**config.mk**
```make
export PLATFORM = sky130hd
export DESIGN_NAME = instr_fetch_flat
export DESIGN_NICKNAME = d
export VERILOG_FILES = /design/src/rtl/mips_pkg.sv /design/src/rtl/instr_fetch_if.sv /design/src/rtl/next_pc_calc.sv /design/src/rtl/instr_fetch.sv /design/src/flat_wrapper.sv
export SDC_FILE = /design/constraint.sdc
export NUM_CORES = 1
export LEC_CHECK = 0
export ABC_AREA = 1
export CAP_MARGIN = 10
export CORE_ASPECT_RATIO = 1.5
export CORE_MARGIN = 2
export CORE_UTILIZATION = 60
export DETAILED_ROUTE_END_ITERATION = 6
export DONT_BUFFER_PORTS = 1
export HOLD_SLACK_MARGIN = 0.12
export PLACE_DENSITY = 0.76
export SLEW_MARGIN = 0
export SYNTH_ARGS = -nofsm -noshare
export SYNTH_HDL_FRONTEND = slang
export SYNTH_HIERARCHICAL = 1
export SYNTH_SLANG_ARGS = --single-unit
export TNS_END_PERCENT = 1
```
**constraint.sdc**
```tcl
create_clock -name clk -period 5.4 [get_ports clk]
set_input_delay 1.35 -clock clk [delete_from_list [all_inputs] [get_ports clk]]
set_output_delay 1.35 -clock clk [all_outputs]
set_load 0.05 [all_outputs]
```
**src/rtl/mips_pkg.sv**
```systemverilog
// -----------------------------------------------------------------------------
// mips_pkg
// Shared definitions for the MIPS front end: fetch FSM state encoding, the
// default reset PC, the branch/jump opcode constants and a PC helper.
// No ports (package).
// -----------------------------------------------------------------------------
package mips_pkg;

  typedef enum logic [1:0] {
    ST_IDLE  = 2'd0,
    ST_FETCH = 2'd1,
    ST_HOLD  = 2'd2,
    ST_FLUSH = 2'd3
  } fetch_state_e;

  localparam logic [31:0] RESET_PC_DEFAULT = 32'h0000_0000;

  localparam logic [5:0] OP_BEQ = 6'b000100;
  localparam logic [5:0] OP_BNE = 6'b000101;
  localparam logic [5:0] OP_J   = 6'b000010;

  // Sequential successor; the 32-bit sum wraps 32'hFFFF_FFFC to 0.
  function automatic logic [31:0] pc_plus4(input logic [31:0] pc);
    return pc + 32'd4;
  endfunction

endpackage

```
**src/rtl/instr_fetch_if.sv**
```systemverilog
// -----------------------------------------------------------------------------
// instr_fetch_if
// Bundles the instruction-memory read channel, the fetch->decode handoff and
// the resolved control flags coming back from execute.
//   master : the fetch unit (drives imem_req/imem_addr and instr_*)
//   slave  : the environment (memory, decode and execute stages)
// -----------------------------------------------------------------------------
interface instr_fetch_if;
  // instruction-memory read channel
  logic        imem_req;
  logic [31:0] imem_addr;
  logic        imem_ack;
  logic [31:0] imem_rdata;
  // handoff to decode
  logic        instr_valid;
  logic [31:0] instr;
  logic [31:0] instr_pc;
  logic        instr_ready;
  // resolved control flow from execute
  logic        branch;
  logic        is_bne;
  logic        alu_zero;
  logic        jump;
  logic [31:0] ex_pc4;
  logic [31:0] br_imm;
  logic [25:0] jump_idx;

  modport master (
    output imem_req, imem_addr, instr_valid, instr, instr_pc,
    input  imem_ack, imem_rdata, instr_ready,
           branch, is_bne, alu_zero, jump, ex_pc4, br_imm, jump_idx
  );

  modport slave (
    input  imem_req, imem_addr, instr_valid, instr, instr_pc,
    output imem_ack, imem_rdata, instr_ready,
           branch, is_bne, alu_zero, jump, ex_pc4, br_imm, jump_idx
  );
endinterface

```
**src/rtl/next_pc_calc.sv**
```systemverilog
// -----------------------------------------------------------------------------
// next_pc_calc
// Purely combinational redirect decision and target for the executing
// instruction.
//   i_branch, i_is_bne, i_alu_zero, i_jump : resolved control/ALU flags
//   i_ex_pc4   : PC+4 of the executing instruction
//   i_br_imm   : sign-extended branch immediate (word offset)
//   i_jump_idx : 26-bit jump field
//   o_redirect : control flow leaves the sequential path
//   o_target   : new fetch address (jump takes priority over branch)
// -----------------------------------------------------------------------------
module next_pc_calc (
  input  logic        i_branch,
  input  logic        i_is_bne,
  input  logic        i_alu_zero,
  input  logic        i_jump,
  input  logic [31:0] i_ex_pc4,
  input  logic [31:0] i_br_imm,
  input  logic [25:0] i_jump_idx,
  output logic        o_redirect,
  output logic [31:0] o_target
);

  logic [31:0] w_br_target;
  logic [31:0] w_jmp_target;

  // BEQ is taken on zero, BNE on non-zero: XOR folds both into one test.
  assign o_redirect   = i_jump | (i_branch & (i_alu_zero ^ i_is_bne));
  assign w_br_target  = i_ex_pc4 + (i_br_imm << 2);
  assign w_jmp_target = {i_ex_pc4[31:28], i_jump_idx, 2'b00};
  assign o_target     = i_jump ? w_jmp_target : w_br_target;

endmodule

```
**src/rtl/instr_fetch.sv**
```systemverilog
// -----------------------------------------------------------------------------
// instr_fetch
// Single-outstanding-request instruction fetch unit with a one-entry output
// buffer and redirect handling (branch/jump resolved in execute).
//   clk : rising-edge clock
//   rst : asynchronous active-high reset
//   bus : instr_fetch_if.master -- memory read channel, decode handoff and
//         execute control flags
// Parameter RESET_PC: first fetch address after reset (word aligned).
// -----------------------------------------------------------------------------
module instr_fetch
  import mips_pkg::*;
#(
  parameter logic [31:0] RESET_PC = RESET_PC_DEFAULT
) (
  input  logic          clk,
  input  logic          rst,
  instr_fetch_if.master bus
);

  fetch_state_e r_state, w_state_nxt;
  logic [31:0]  r_pc,    w_pc_nxt;
  logic [31:0]  r_pend,  w_pend_nxt;
  logic [31:0]  r_instr;
  logic [31:0]  r_instr_pc;
  logic         w_capture;
  logic         w_redirect;
  logic [31:0]  w_target;

  next_pc_calc u_next_pc (
    .i_branch   (bus.branch),
    .i_is_bne   (bus.is_bne),
    .i_alu_zero (bus.alu_zero),
    .i_jump     (bus.jump),
    .i_ex_pc4   (bus.ex_pc4),
    .i_br_imm   (bus.br_imm),
    .i_jump_idx (bus.jump_idx),
    .o_redirect (w_redirect),
    .o_target   (w_target)
  );

  always_comb begin
    // NOTE: every signal gets a default before the case so no path leaves it unassigned (no latches).
    w_state_nxt = r_state;
    w_pc_nxt    = r_pc;
    w_pend_nxt  = r_pend;
    w_capture   = 1'b0;
    case (r_state)
      ST_IDLE: w_state_nxt = ST_FETCH;

      ST_FETCH: begin
        if (w_redirect) begin
          if (bus.imem_ack) begin
            // Returned word is on the wrong path: drop it and refetch.
            w_pc_nxt = w_target;
          end else begin
            // The read must complete at its original address, so the new
            // target waits in r_pend until the memory acknowledges.
            w_pend_nxt  = w_target;
            w_state_nxt = ST_FLUSH;
          end
        end else if (bus.imem_ack) begin
          w_capture   = 1'b1;
          w_pc_nxt    = pc_plus4(r_pc);
          w_state_nxt = ST_HOLD;
        end
      end

      ST_FLUSH: begin
        if (bus.imem_ack) begin
          w_pc_nxt    = w_redirect ? w_target : r_pend;
          w_state_nxt = ST_FETCH;
        end else if (w_redirect) begin
          w_pend_nxt = w_target;
        end
      end

      ST_HOLD: begin
        // A redirect squashes the buffered word even if decode takes it now.
        if (w_redirect) begin
          w_pc_nxt    = w_target;
          w_state_nxt = ST_FETCH;
        end else if (bus.instr_ready) begin
          w_state_nxt = ST_FETCH;
        end
      end

      default: w_state_nxt = ST_IDLE;
    endcase
  end

  // NOTE: state registers use non-blocking assignments so all flops sample pre-edge values.
  always_ff @(posedge clk or posedge rst) begin
    if (rst) begin
      r_state    <= ST_IDLE;
      r_pc       <= RESET_PC;
      r_pend     <= '0;
      r_instr    <= '0;
      r_instr_pc <= '0;
    end else begin
      r_state <= w_state_nxt;
      r_pc    <= w_pc_nxt;
      r_pend  <= w_pend_nxt;
      if (w_capture) begin
        r_instr    <= bus.imem_rdata;
        r_instr_pc <= r_pc;
      end
    end
  end

  // Outputs decode registered state only; r_pc doubles as the in-flight
  // address, which keeps imem_addr stable through FLUSH.
  assign bus.imem_req    = (r_state == ST_FETCH) || (r_state == ST_FLUSH);
  assign bus.imem_addr   = r_pc;
  assign bus.instr_valid = (r_state == ST_HOLD);
  assign bus.instr       = r_instr;
  assign bus.instr_pc    = r_instr_pc;

endmodule

```
**src/flat_wrapper.sv**
```systemverilog
// flat-port wrapper written by rule: the top's interface ports become plain ports
module instr_fetch_flat import mips_pkg::*;
#(
  parameter logic [31:0] RESET_PC = RESET_PC_DEFAULT
)
  (clk, rst, bus_imem_req, bus_imem_addr, bus_instr_valid, bus_instr, bus_instr_pc, bus_imem_ack, bus_imem_rdata, bus_instr_ready, bus_branch, bus_is_bne, bus_alu_zero, bus_jump, bus_ex_pc4, bus_br_imm, bus_jump_idx);
  instr_fetch_if bus_i ();
  input  logic clk;
  input  logic rst;
  output wire logic [$bits(bus_i.imem_req)-1:0] bus_imem_req;
  output wire logic [$bits(bus_i.imem_addr)-1:0] bus_imem_addr;
  output wire logic [$bits(bus_i.instr_valid)-1:0] bus_instr_valid;
  output wire logic [$bits(bus_i.instr)-1:0] bus_instr;
  output wire logic [$bits(bus_i.instr_pc)-1:0] bus_instr_pc;
  input wire logic [$bits(bus_i.imem_ack)-1:0] bus_imem_ack;
  input wire logic [$bits(bus_i.imem_rdata)-1:0] bus_imem_rdata;
  input wire logic [$bits(bus_i.instr_ready)-1:0] bus_instr_ready;
  input wire logic [$bits(bus_i.branch)-1:0] bus_branch;
  input wire logic [$bits(bus_i.is_bne)-1:0] bus_is_bne;
  input wire logic [$bits(bus_i.alu_zero)-1:0] bus_alu_zero;
  input wire logic [$bits(bus_i.jump)-1:0] bus_jump;
  input wire logic [$bits(bus_i.ex_pc4)-1:0] bus_ex_pc4;
  input wire logic [$bits(bus_i.br_imm)-1:0] bus_br_imm;
  input wire logic [$bits(bus_i.jump_idx)-1:0] bus_jump_idx;
  assign bus_imem_req = bus_i.imem_req;
  assign bus_imem_addr = bus_i.imem_addr;
  assign bus_instr_valid = bus_i.instr_valid;
  assign bus_instr = bus_i.instr;
  assign bus_instr_pc = bus_i.instr_pc;
  assign bus_i.imem_ack = bus_imem_ack;
  assign bus_i.imem_rdata = bus_imem_rdata;
  assign bus_i.instr_ready = bus_instr_ready;
  assign bus_i.branch = bus_branch;
  assign bus_i.is_bne = bus_is_bne;
  assign bus_i.alu_zero = bus_alu_zero;
  assign bus_i.jump = bus_jump;
  assign bus_i.ex_pc4 = bus_ex_pc4;
  assign bus_i.br_imm = bus_br_imm;
  assign bus_i.jump_idx = bus_jump_idx;
  instr_fetch #(.RESET_PC(RESET_PC)) u_core (.clk(clk), .rst(rst), .bus(bus_i));
endmodule
```
; ---- Word level (Yosys, flattened, before mapping)
; Cells that the tools add are included.
[classes]
add_sub_neg = 2
multipliers = 0
div = 0
magnitude_cmp = 0
eq_ne = 12
shifts = 0
n_mux = 22
bitwise_logic = 3
reduce_logical = 7
[op_table]
columns = cell, count
row1 = two-way mux 32 bit, 10
row2 = one-hot mux 32 bit (3 select lines), 1
row3 = one-hot mux 32 bit (2 select lines), 1
row4 = adder 32 x 3 -> 32 bit (second input constant), 1
row5 = adder 32 bit, 1
row6 = two-way mux 2 bit, 6
row7 = AND reduction 4 bit, 3
row8 = != test 2 bit (second input constant), 4
row9 = one-hot mux 2 bit (4 select lines), 1
row10 = equality test 2 bit (second input constant), 2
row11 = != test 2 x 1 -> 1 bit (second input constant), 2
row12 = two-way mux 1 bit, 3
row13 = != test 3 x 1 -> 1 bit (second input constant), 1
row14 = != test 3 x 2 -> 1 bit (second input constant), 1
row15 = != test 3 bit (second input constant), 1
row16 = nonzero test 3 bit, 1
row17 = equality test 2 x 1 -> 1 bit (second input constant), 1
row18 = logical NOT 2 bit, 1
row19 = nonzero test 2 bit, 1
row20 = bitwise AND 1 bit, 1
row21 = logical OR 1 bit, 1
row22 = bitwise OR 1 bit, 1
row23 = bitwise XOR 1 bit, 1
[totals]
register_bits = 130
latch_bits = 0
ramBits = 0
romBits = 0
inputBits = 130
output_inout_bits = 98
word_cells = 51
mem_count = 0

; ---- Depth between registers and ports, before layout
; Gate-level depths: netlist of the first run.
[depth]
ltp_word = 6
depth_mapped = 18
ltp_nobuf = 18

; ---- By module
; The synthesis of the first run kept the hierarchy.
[by_module_without_submodules]
columns = mod, instances, cells_per_inst, area_per_inst_um2, seq_area_each_um2
row1 = instr_fetch, 1, 1002, 7090.6, 3253.1
row2 = next_pc_calc, 1, 538, 2568.7, 0.0

; ---- Least setup slack after synthesis of the first run
; OpenSTA, ideal clock, no wires.
[synth_timing]
path_type = input to register
startpoint = input bus_ex_pc4[2]
endpoint = register u_core.r_pc[8] (netlist: u_core/bus.imem_addr[8])
setup_time_ns = 0.126
arrival_time_ns = 3.171
t_required_ns = 5.274
setup_slack_ns = 2.104
cell_stages = 15
path_buffers = 0
cell_sequence = ha_1 fa_1 nand3_1 nand3_2 nand2_1 nand2_1 or2_2 nand3_1 nand2_1 nand2_1 o21ai_0 nand2_1 o211ai_2 a21oi_1 a21oi_1
[synth_between]
elab_chain_len = 5
elab_cells_between_ends = 8
classes_between = add/sub (1) / mux (7)
[synth_lines]
columns = item, line
row1 = "start, declared", flat_wrapper.sv:22  ; input wire logic [$bits(bus_i.ex_pc4)-1:0] bus_ex_pc4;
row2 = adder 32 bit (*), next_pc_calc.sv:29  ; assign w_br_target = i_ex_pc4 + (i_br_imm << 2);
row3 = two-way mux 32 bit (*), next_pc_calc.sv:31  ; assign o_target = i_jump ? w_jmp_target : w_br_target;
row4 = net u_core.w_target[8], instr_fetch.sv:28  ; logic [31:0] w_target;
row5 = two-way mux 32 bit (on tied branches), "instr_fetch.sv:71, instr_fetch.sv:53"
row6 = two-way mux 32 bit (on tied branches), "instr_fetch.sv:70, instr_fetch.sv:52"
row7 = one-hot mux 32 bit (3 select lines) (*), instr_fetch.sv:48  ; case (r_state)
row8 = "end signal, assigned", instr_fetch.sv:102  ; r_pc <= w_pc_nxt;
row9 = "end, declared", instr_fetch.sv:22  ; logic [31:0] r_pc, w_pc_nxt;
; Mark *: on every way through the listed nets, which the timed path passes. The rest lies on a longest branch. The select of a mux whose other input is x is not followed.
; A chain may end at the register's enable or synchronous reset.

; ---- Worst setup path after layout of the first run
[layout_timing]
startpoint = input bus_ex_pc4[2]
endpoint = register u_core.r_pc[26] (netlist: u_core/bus.imem_addr[26])
; Same word-level chain as after synthesis.

==> flow_summary.yaml, run 1 <==
outcome:
  outcome: "completed"
placement:
  gp_congestion: 0.922
  pre_cts_ws_ns: 1.74
  io_buffers: 0
  hpwlAfterDp_um: 19600
yosys:
  synth_top_area_cell: "dfrtp_1"
  yosys_warnings: 6
  synth.top_cell.area_share: 0.337
  synth_area_um2: 9660
  synth_seq_area_share: 0.337
  synth_nets: 1701
  synth-seq-cells: 130
  syn_avg_cell_area_um2: 6.27
  synth_flop_cell: "dfrtp_1"
  yosys-top-cells-count: "nand2_1 (631), inv_1 (173), dfrtp_1 (130), nor2_1 (130), o21ai_0 (115)"
  synthArstFlopShare: 1.00
  synth_edf_count: 0
  synthTopCellsByArea: "dfrtp_1 (34%), nand2_1 (25%), inv_1 (6.7%)"
  ys_types: 42
  synth.most_common_cell: "nand2_1"
  synthCells: 1540
clock_tree:
  cts_buffers: 17
  clock_path_buffers: 2
  cts_root_buf: "clkbuf_16"
  cts_tree: "done"
  cts.clk_slew.worst_paths_ns: 0.06
  cts_resized: 0
  insertion_delay_ns: 0.41
  cts_setup_buffers: 0
  htreeDepth: 4
  clock-sinks: 130
  holdBufCountCts: 0
worst_hold_path:
  hp-class: "reg -> reg"
  min_path_cells: 2
floorplan:
  die_h_um: 159
  dieArea_um2: 17200
  pin_count: 228
  rows: 56
  die_x_um: 108
  core_area_um2: 15700
  start_util: 0.615
layout:
  area_growth_pct: 6.80
  multiInputGateArea_um2: 5440
  final_nets: 1677
  diodes: 0
  seq_area_um2: 3250
  fin_util: 0.657
  nFillCells: 1484
  drive_gt1_frac: 0.0667
timing:
  max_slew_margin: 0.430
  finalCritPeriodShare: 0.620
  rsz0062_at_grt: "false"
  hold_viol: 0
  setup_violations: 0
  tightestPinTransition_ns: 0.850
  finClkSkew_ns: 0.00974
  slew_violations: 0
  timing.fmax_ghz: 0.298
  finalSetupTns_ns: 0
  setup_slack_ns: 2.05
  layout_min_cycle_time_ns: 3.35
global_routing:
  grt_max_degree: 69
  grt_use_met3: 0.0418
  gr-total-overflow: 0
  grt_usage: 0.302
  grt_first_pass_wirelength_um: 41800
  use_met1: 0.351
  grt_busiest_layer: "met2"
  grt_pass1_vias: 8894
  antenna_found_initial: 0
  met2_usage: 0.529
critical_path:
  critPathKind: "in -> reg"
  required_ns: 5.73
  worst-path-max-fanout: 5
  end_kind: "register"
  start_kind: "primary input"
  ff2ff_path_depth: 5
  arrival_ns: 3.68
pwr:
  ir_worst_vdd_mv: 0.354
  p_leak_uw: 0.00555
  power.density_nw_per_um2: 574
detailed_routing:
  ant_nets: 0
  drt_pass1_iterations: 7
  drc: 0
  post_drt_wl_per_cell_um: 15.1
  dr.first_iter.drc_count: 649
  finalWirelength_um: 26100
  vias: 9575
  viasPerCell: 5.53
job:
  max_cap_violations: 0
[critical path, cell delays in order]
cell	delay, ns
ha_1	0.24
fa_1	0.45
nand3_1	0.12
nand3_2	0.12
nand2_1	0.09
nand3_1	0.15
nand2_1	0.19
nand3_1	0.10
nand2_1	0.07
nand3_1	0.07
nand2_1	0.12
nand2_1	0.10
o21ai_0	0.11
nand2_1	0.08
o21ai_0	0.10
nor2_1	0.06
a21oi_1	0.15
[final cells by class]
| class | instances | area share |
|---|---|---|
| well taps | 203 | 0.0246 |
| clock inverters | 13 | 0.0141 |
| repair buffers | 11 | 0.00800 |
| clock buffers | 19 | 0.0429 |
| multi-input cells | 1171 | 0.527 |
| flip-flops and latches | 130 | 0.315 |
| inverters | 185 | 0.0676 |
[path summary, 6_finish.rpt]
kind	from	end	slack [ns]
worst min register to register	u_core/r_pend[24]$_DFFE_PP0P_	u_core/r_pend[24]$_DFFE_PP0P_	0.52
min in group asynchronous	rst	u_core/bus.imem_addr[2]$_DFFE_PP0P_	0.96
worst max-delay path	bus_ex_pc4[2]	u_core/bus.imem_addr[26]$_DFFE_PP0P_	2.05
worst min-delay path	u_core/r_pend[24]$_DFFE_PP0P_	u_core/r_pend[24]$_DFFE_PP0P_	0.52
worst max register to register	u_core/r_state[0]$_DFFE_PP0P_	u_core/bus.imem_addr[0]$_DFFE_PP0P_	2.15
max in group asynchronous	rst	u_core/bus.imem_addr[30]$_DFFE_PP0P_	3.58
[cells in the final DEF, fill, tap and decap left out, drive strengths merged]
| cell type | count |
|---|---|
| inv | 190 |
| ha | 30 |
| o31ai | 1 |
| nor3 | 3 |
| clkbuf | 19 |
| buf | 11 |
| dfrtp | 130 |
| o21ai | 142 |
| nor2 | 148 |
| o211ai | 2 |
| and2 | 2 |
| nand4 | 5 |
| a211oi | 1 |
| a21oi | 80 |
| fa | 1 |
| o21bai | 4 |
| a22oi | 5 |
| a21o | 1 |
| nand3b | 2 |
| clkinv | 6 |
| nand2 | 644 |
| xor2 | 6 |
| a31oi | 7 |
| nand3 | 76 |
| or2 | 4 |
| xnor2 | 7 |
| bufinv | 2 |
[sequential cells by signal, indices dropped and copies added (netlist names)]
name                  count
u_core/bus.instr_pc      32
u_core/r_state            2
u_core/bus.imem_addr     32
u_core/r_pend            32
u_core/bus.instr         32
[logic make-up (layout without fill, tap and decap cells)]
family          Yosys count  count (layout)  share of synthesized area
simple gates            884             884                      0.377
xor+xnor                 13              13                     0.0118
flops                   130             130                      0.337
fa+ha+maj                31              31                     0.0409
buf+inv                 239             228                      0.101
compound gates          243             243                      0.133
[routing by layer]
| layer | vias to the layer above | part of all wire |
|---|---|---|
| met5 | - | 0 |
| met4 | 0 | 0.045 |
| met3 | 75 | 0.071 |
| met2 | 408 | 0.49 |
| met1 | 4315 | 0.39 |
| li1 | 4777 | - |
[power breakdown]
group | total [µW] | switching (µW) | internal [µW] | leakage, µW
clock | 1150 | 449 | 700 | 0.000293
sequential | 3090 | 1680 | 1410 | 0.00158
combinational | 1680 | 1120 | 562 | 0.00368
[through the flow]
step	area [µm²]	hold WS, ns	std cells	total power [µW]
after floorplan	9660	0.483	1540	4320
after global placement	9730	0.501	1700	4700
after detailed placement	9730	0.507	1700	4760
after CTS	10300	0.524	1732	5910
after global routing	10300	0.539	1732	6280
final	10300	0.519	1732	5920
No activity file was read; power rests on OpenSTA's default activity.
==> run 2, diff against run 1 <==
==> constraint.sdc (replaced) <==
create_clock -name clk -period 3.35 [get_ports clk]
set_input_delay 0.8375 -clock clk [delete_from_list [all_inputs] [get_ports clk]]
set_output_delay 0.8375 -clock clk [all_outputs]
set_load 0.05 [all_outputs]
==> run 2 against run 1 <==
Sequential share of layout area shrank 0.51 points; non-clock buffer count grew 7; routed wire length grew 1.7%; core utilization grew 1.1 points; clock power grew 85%; power grew 67%; via count shrank 0.15%; critical path depth shrank 2; critical endpoint is now u_core/bus.imem_addr[8]$_DFFE_PP0P_; largest cell class unchanged; largest power group unchanged.
==> flow_summary.yaml, run 2 (synthesis results as in run 1) <==
global_routing:
  grt_max_degree: 90
  gr-total-overflow: 0
  antenna_found_initial: 0
  grt_usage: 0.308
  grt_pass1_vias: 9030
  grt_first_pass_wirelength_um: 42500
pwr:
  p_seq_frac: 0.491
  p_switching_uw: 5250
  p_leak_uw: 0.00563
  intPower_uw: 4640
  power.density_nw_per_um2: 943
  clockPowerShare: 0.215
  ir_worst_vdd_mv: 0.536
  swShare: 0.531
  combPwrFrac: 0.294
critical_path:
  r2r_setup_slack_ns: 0.85
  required_ns: 3.64
  ff2ff_path_depth: 10
  arrival_ns: 2.97
  critPathKind: "in -> reg"
  r2r_end: "u_core/bus.imem_addr[8]$_DFFE_PP0P_"
  rr_startpoint: "u_core/r_state[1]$_DFFE_PP0P_"
  end_kind: "register"
  start_kind: "primary input"
  worst-path-max-fanout: 5
placement:
  io_buffers: 0
  gp_congestion: 0.911
  hpwlAfterDp_um: 19800
detailed_routing:
  finalWirelength_um: 26600
  post_drt_wl_per_cell_um: 15.3
  viasPerCell: 5.50
  drt_pass1_iterations: 5
  dr.first_iter.drc_count: 811
  ant_nets: 0
  vias: 9561
  drc: 0
clock_tree:
  cts.clk_slew.worst_paths_ns: 0.06
  htreeDepth: 4
  cts_buffers: 17
  holdBufCountCts: 0
  cts_setup_buffers: 0
  insertion_delay_ns: 0.42
  clock-sinks: 130
  cts_resized: 0
  cts_tree: "done"
  cts_root_buf: "clkbuf_16"
  clock_path_buffers: 2
layout:
  layout_commonest_cell: "nand2_1"
  final_nets: 1684
  area_growth_pct: 8.56
  drive_gt1_frac: 0.0710
  diodes: 0
  final_cell_mix: "nand2_1 (631), inv_1 (172), nor2_1 (130), dfrtp_1 (130), o21ai_0 (114)"
timing:
  layout_min_cycle_time_ns: 2.68
  max_slew_margin: 0.477
  whs_ns: 0.349
  finalCritPeriodShare: 0.800
  slew_violations: 0
  timing.fmax_ghz: 0.373
  finalSetupTns_ns: 0
  rsz0062_at_grt: "false"
  setup_violations: 0
  tightestPinTransition_ns: 0.785
  finClkSkew_ns: 0.00865
  hold_viol: 0
floorplan:
  rows: 56
  die_h_um: 159
  start_util: 0.615
  die_x_um: 108
  dieArea_um2: 17200
  pin_count: 228
  core_area_um2: 15700
job:
  max_cap_violations: 0
worst_hold_path:
  hp-class: "in -> async"
outcome:
  outcome: "completed"
==> run 2: changes by cell type in the layout (fill, tap and decap cells not counted), moves of 2 or more <==
| cell | before | now |
|---|---|---|
| bufinv_16 | 2 | 6 |
| inv_6 | 6 | 3 |
| buf_12 | 0 | 2 |
| clkinv_4 | 2 | 5 |
| clkinv_2 | 3 | 0 |
| buf_4 | 11 | 16 |
==> run 2: layout make-up <==
| type | count | area [µm²] |
|---|---|---|
| multi-input combinational | 1171 | 5440 |
| fill | 1439 | 5210 |
| sequential | 130 | 3250 |
| inverter | 185 | 698 |
| clock buffer | 18 | 429 |
| tap | 203 | 254 |
| clock inverter | 14 | 250 |
| timing repair buffer | 18 | 160 |
==> run 2: worst max path at each step <==
stage                        from                                   to  slack [ns]
detailed placement  bus_ex_pc4[2]  u_core/bus.imem_addr[8]$_DFFE_PP0P_        0.25
CTS                 bus_ex_pc4[2]  u_core/bus.imem_addr[8]$_DFFE_PP0P_        0.69
global route        bus_ex_pc4[2]  u_core/bus.imem_addr[8]$_DFFE_PP0P_        0.44
global placement    bus_ex_pc4[2]  u_core/bus.imem_addr[8]$_DFFE_PP0P_        0.30
finish              bus_ex_pc4[2]  u_core/bus.imem_addr[8]$_DFFE_PP0P_        0.67
floorplan           bus_ex_pc4[2]  u_core/bus.imem_addr[8]$_DFFE_PP0P_        0.57
==> run 2: routing by layer <==
metal  GRT usage  vias up  part of all wire
li1            -     4782                 -
met1       0.354     4311              0.39
met2       0.549      402              0.50
met3      0.0549       66             0.071
met4       0.138        0             0.040
met5           0        -                 0
==> run 2: power groups by stage <==
| stage | combinational, µW | sequential [µW] | clock (µW) |
|---|---|---|---|
| CTS | 2890 | 4860 | 2150 |
| floorplan | 2200 | 4770 | 0 |
| finish | 2910 | 4850 | 2130 |
| detailed placement | 2850 | 4890 | 0 |
| global route | 3330 | 4960 | 2210 |
| global placement | 2760 | 4860 | 0 |
==> run 2: metrics by stage <==
step / cells / utilization / power [µW] / instance area [µm²] / setup slack (ns)
3_5_place_dp: 1707 / 0.625 / 7740 / 9810 / 0.255
2_1_floorplan: 1540 / - / 6970 / 9660 / 0.566
6_report: 1739 / 0.668 / 9890 / 10500 / 0.669
5_1_grt: 1739 / 0.668 / 10500 / 10500 / 0.440
3_3_place_gp: 1707 / 0.625 / 7630 / 9810 / 0.299
4_1_cts: 1739 / 0.668 / 9910 / 10500 / 0.691
==> run 2: critical path, cell delays in order <==
cell and delay [ns]:
ha_1 0.24, fa_1 0.45, nand3_1 0.12, nand3_2 0.13, nand2_1 0.09, nand2_1 0.10
or2_2 0.29, nand3_1 0.06, nand2_1 0.09, nand2_1 0.10, o21ai_0 0.08, nand2_1 0.09
o211ai_2 0.09, a21oi_1 0.15, a21oi_1 0.06
